[src/rtl/rf_wb_sched_pkg.sv]
// Shared configuration for the register-file writeback scheduler.
// Register geometry normally arrives from config.v; these defaults cover standalone builds.
`ifndef RW
`define RW 16
`endif
`ifndef REGNO
`define REGNO 8
`endif
`ifndef REGNO_LOG
`define REGNO_LOG 3
`endif

package rf_wb_sched_pkg;
  localparam int WB_NREQ = 2;
endpackage

[src/rtl/rf_wb_sched_rr_arbiter.sv]
// Round-robin arbiter: grants the first valid requester at or after the pointer.
module rr_arbiter
  import rf_wb_sched_pkg::*;
#(
  parameter int NREQ = WB_NREQ,
  parameter int PW   = 1
) (
  input  logic [NREQ-1:0] i_valid,
  input  logic [PW-1:0]   i_ptr,
  output logic [NREQ-1:0] o_grant
);

  logic found;

  always_comb begin
    o_grant = '0;
    found   = 1'b0;
    // Offset i walks the ring starting at the pointer; j keeps every index constant.
    for (int i = 0; i < NREQ; i++) begin
      for (int j = 0; j < NREQ; j++) begin
        if (!found && (j == (int'(i_ptr) + i) % NREQ) && i_valid[j]) begin
          o_grant[j] = 1'b1;
          found      = 1'b1;
        end
      end
    end
  end

endmodule

[src/rtl/rf_wb_sched.sv]
// Writeback scheduler: round-robin shares the single register-file write port and
// tracks outstanding writes in a busy-bit scoreboard for the issue stage.
module rf_wb_sched
  import rf_wb_sched_pkg::*;
#(
  parameter int NREQ      = WB_NREQ,
  parameter int RW        = `RW,
  parameter int REGNO     = `REGNO,
  parameter int REGNO_LOG = `REGNO_LOG
) (
  input  logic                      i_clk,
  input  logic                      i_rst,
  input  logic [NREQ-1:0]           i_req_valid,
  input  logic [NREQ*REGNO_LOG-1:0] i_req_sel,
  input  logic [NREQ*RW-1:0]        i_req_data,
  output logic [NREQ-1:0]           o_req_ready,
  input  logic                      i_rsv_valid,
  input  logic [REGNO_LOG-1:0]      i_rsv_sel,
  input  logic                      i_flush,
  output logic [REGNO-1:0]          o_busy,
  output logic                      o_gie,
  output logic [REGNO-1:0]          o_ie,
  output logic [RW-1:0]             o_d
);

  localparam int PW = (NREQ > 1) ? $clog2(NREQ) : 1;

  logic [PW-1:0]        ptr_q, ptr_d;
  logic                 gie_q, gie_d;
  logic [REGNO-1:0]     ie_q, ie_d;
  logic [REGNO-1:0]     busy_q, busy_d;
  logic [RW-1:0]        d_q, d_d;
  logic [NREQ-1:0]      vld_eff, grant;
  logic                 acc;
  logic [PW-1:0]        idx_g;
  logic [REGNO_LOG-1:0] sel_g;
  logic [RW-1:0]        data_g;

  // Out-of-range selects decode to all-zero, so such writes change no register.
  function automatic logic [REGNO-1:0] dec_sel(input logic [REGNO_LOG-1:0] s);
    dec_sel = '0;
    for (int r = 0; r < REGNO; r++) begin
      if (s == REGNO_LOG'(r)) dec_sel[r] = 1'b1;
    end
  endfunction

  assign vld_eff = i_req_valid & {NREQ{~(i_flush | i_rst)}};

  rr_arbiter #(.NREQ(NREQ), .PW(PW)) u_arb (
    .i_valid (vld_eff),
    .i_ptr   (ptr_q),
    .o_grant (grant)
  );

  assign o_req_ready = grant;

  always_comb begin
    acc    = 1'b0;
    idx_g  = '0;
    sel_g  = '0;
    data_g = '0;
    for (int k = 0; k < NREQ; k++) begin
      if (grant[k]) begin
        acc    = 1'b1;
        idx_g  = PW'(k);
        sel_g  = i_req_sel[k*REGNO_LOG +: REGNO_LOG];
        data_g = i_req_data[k*RW +: RW];
      end
    end
  end

  always_comb begin
    ptr_d = ptr_q;
    if (acc) ptr_d = (idx_g == PW'(NREQ-1)) ? '0 : idx_g + PW'(1);
    gie_d = acc;
    ie_d  = acc ? dec_sel(sel_g) : '0;
    d_d   = acc ? data_g : d_q;
    // Clear first so a same-edge reservation of the written register wins.
    busy_d = busy_q;
    if (gie_q) busy_d = busy_d & ~ie_q;
    if (i_rsv_valid) busy_d = busy_d | dec_sel(i_rsv_sel);
    if (i_flush) busy_d = '0;
  end

  always_ff @(posedge i_clk or posedge i_rst) begin
    if (i_rst) begin
      ptr_q  <= '0;
      gie_q  <= 1'b0;
      ie_q   <= '0;
      busy_q <= '0;
      d_q    <= '0;
    end else begin
      ptr_q  <= ptr_d;
      gie_q  <= gie_d;
      ie_q   <= ie_d;
      busy_q <= busy_d;
      d_q    <= d_d;
    end
  end

  assign o_gie  = gie_q;
  assign o_ie   = ie_q;
  assign o_d    = d_q;
  assign o_busy = busy_q;

endmodule

[config.mk]
export PLATFORM = sky130hd
export DESIGN_NAME = rf_wb_sched
export DESIGN_NICKNAME = d
export VERILOG_FILES = /design/src/rtl/rf_wb_sched_pkg.sv /design/src/rtl/rf_wb_sched_rr_arbiter.sv /design/src/rtl/rf_wb_sched.sv
export SDC_FILE = /design/constraint.sdc
export NUM_CORES = 1
export LEC_CHECK = 0
export ABC_CLOCK_PERIOD_IN_PS = 1790
export CORE_MARGIN = 2
export CORE_UTILIZATION = 40
export CTS_CLUSTER_DIAMETER = 40
export DETAILED_ROUTE_END_ITERATION = 7
export PLACE_DENSITY_LB_ADDON = 0.1
export SLEW_MARGIN = 20
export SYNTH_ARGS = -nofsm -noshare
export SYNTH_HDL_FRONTEND = slang
export SYNTH_HIERARCHICAL = 1
export SYNTH_SLANG_ARGS = --single-unit
[constraint.sdc]
create_clock -name i_clk -period 1.79 [get_ports i_clk]
set_clock_uncertainty 0.2 [all_clocks]
set_input_delay 0.2685 -clock i_clk [delete_from_list [all_inputs] [get_ports i_clk]]
set_output_delay 0.2685 -clock i_clk [all_outputs]
set_load 0.02 [all_outputs]
==> impl_metrics.csv, run 1 <==
group,metric,value,unit
die,num_rows,23,
drt,ant_nets,0,
finish,mostFrequentLayoutCells,"clkdlybuf4s50_1, dfrtp_1, nand2_1",
clocking,clk_pin_slew_worst_paths,0.06,ns
timing,slew_headroom,0.8224,
clocking,cts_inserted_buffers,5,
power_and_ir_drop,peakVddDrop,429.5,uV
die,start_util,0.4094,
drt,wl,4190,microns
clocking,root_buffer,"clkbuf_8",
die,fp.dieH,67.52,microns
timing,worstMarginPinSlew,0.2658,ns
global_routing,antenna_found_initial,0,
global_routing,grt_max_degree,35,
die,top_level_ports,82,
synth,synth_seq_cells,34,
global_routing,grt_use_met1,0.2333,
finish,layout_commonest_cell,"clkdlybuf4s50_1",
finish,antenna_cells,0,
critical_path,path_class,"flip-flop to output port",
timing,setup_viol,0,
placed_design,port_buffers,81,
timing,rsz0062_at_grt,"true",
finish,instances_no_fill,292,
critical_path,crit_fanout,2,
synth,synth_edf_count,0,
clocking,h-tree-depth,2,
synth,synth_area,1614,sq um
power_and_ir_drop,p_per_area,758.6,nW/um^2
synth,async_reset_ff_frac,1.000,
synth,yosysSeqAreaShare,0.5271,
drt,num_vias,1506,
placed_design,gp_congestion,0.7257,
synth,synth_fp_nets,192,
critical_path,cpPeakStageDelay,0.61,ns
placed_design,hpwl,3301,microns
critical_path,required,1.32,ns
flow_run,drv_cap,0,
drt,post-route-drc-count,0,
die,dieWidth,67.52,microns
critical_path,crit_family,"buffers and inverters",
critical_path,critPathArrivalTime,1.26,ns
placed_design,pre_cts_slack,-0.6474,ns
critical_path,start_kind,"flip-flop",
global_routing,grt_use_met2,0.3799,
drt,drtIter0Drc,36,
global_routing,grt_pass1_vias,1606,
timing,fin_crit_sh,0.9671,
synth,synth_cells,145,
placed_design,dp_cells,281,
global_routing,grt_use_met3,0.04000,
timing,setup_slack,0.05898,ns
timing,tns,0,ns
die,dieArea,4559,sq um
synth,synth_ff_type,"dfrtp_1",
critical_path,critPathBufInv,1,
finish,fillers,283,
critical_path,timing.critical_path.to_type,"output port",
clocking,clock_latency,0.27,ns
die,core,3943,sq um
synth,ys_types,30,
global_routing,grt_pass1_wl,7072,microns
synth,syn_area_per_cell,11.13,sq um
drt,dr.pass1.iters,4,
timing,fin_crit,1.731,ns
global_routing,grt.busiest_layer,"met2",
power_and_ir_drop,leakage,1.117,nW
clocking,cts_max_path_buffers,2,
timing,finalHoldViolCount,0,
status,outcome,"finished, final reports clean",
finish,drive_above_1_share,0.1570,
drt,vias_per_cell,5.158,
drt,wl_per_cell,14.35,microns
critical_path,cp_cell_sequence,"clkdlybuf4s50_1",
global_routing,grt.overflow.total,0,
clocking,cts_tree,"done",
timing,slew_violations,0,
timing,fmax,577.7,MHz
critical_path,cpMaxStageDelayCell,"clkdlybuf4s50_1",
finish,final_nets,288,
finish,syn_to_final_growth,68.99,%
worst_hold_path,hold_path_class,"primary input to flip-flop",
global_routing,track_usage,0.2065,
clocking,clkSinkCount,34,
synth,yosysWarnings,6,
synthesized netlist by cell type, drive strengths merged (3+ instances only):
cell type,instances,area [sq um]
dfrtp,34,850.8
nand2,17,63.81
mux2i,16,160.2
o21ai,16,80.08
a21bo,8,80.08
a21oi,8,40.04
a22oi,6,45.04
buf,5,27.53
nand4bb,5,56.30
clkbuf,4,15.01
nand4b,4,35.03
nand3b,3,26.27
per-layer routing:
metal,vias up,share of wire,wire (microns)
met3,7,0.051,213
met2,51,0.54,2266
li1,721,-,-
met4,0,0.017,72
met5,-,0,0
met1,727,0.39,1638
report_power, final:
part / switching [mW] / internal, mW / total (mW)
clock: 0.252 / 0.310 / 0.562
combinational: 0.274 / 0.325 / 0.599
sequential: 0.0539 / 0.854 / 0.908
sequential cells by signal (all words and copies together) (netlist names):
signal and count:
o_d 16, ptr_q 1, o_busy 8, o_gie 1
o_ie 8
kinds of logic (layout without fill, tap and decap cells):
kind of cell / Yosys count / count (layout) / share of synthesized area
AO/OA/AOI/OAI: 43 / 43 / 0.1806
buffers and inverters: 11 / 108 / 0.03101
flip-flops: 34 / 34 / 0.5271
multiplexers: 16 / 16 / 0.09922
AND/OR/NAND/NOR: 41 / 41 / 0.1620
through the flow:
stage	power, mW	hold WS, ns	instance area (sq um)	utilization
after global placement	1.501	0.3352	2608	0.6614
after floorplan	1.182	0.1910	1697	-
after detailed placement	1.518	0.3418	2608	0.6614
final	2.069	0.1981	2728	0.6918
after global routing	2.183	0.2156	2728	0.6918
after CTS	2.089	0.1970	2716	0.6890
layout make-up:
cell class              count  area (sq um)  area share
clock buffers               7         86.33     0.03165
clock inverters             1         5.005    0.001835
inverters                   2         7.507    0.002752
multi-input cells         100         764.5      0.2803
flip-flops and latches     34         852.1      0.3124
well taps                  50         62.56     0.02294
repair buffers             98         949.7      0.3482
path summary, 6_finish.rpt:
check,startpoint,endpoint,slack [ns],depth (start not counted)
hold / removal,i_flush,o_busy[4],0.20,3
setup reg to reg,ptr_q,o_ie[0],0.10,5
min in group asynchronous,i_rst,o_busy[4],0.43,4
setup / recovery,o_d[3],o_d[3],0.06,1
max in group asynchronous,i_rst,ptr_q,0.77,4
hold reg to reg,o_ie[2],o_busy[2],0.36,2
repair_timing:
action | in CTS | in global routing
setup buffers | 1 | 1
pin swaps | 3 | 1
endpoints found under the setup margin | 28 | 2
resized for setup | 18 | 2
hold endpoints to repair | 34 | 0
hold buffers | 1 | 0
(Power assumes the default switching activity.)
==> run 2: changes to the inputs <==
Settings changed: CTS_CLUSTER_SIZE set to 20.
==> results of run 2 <==
Final layout, timing and power as in run 1 (identical DEF).
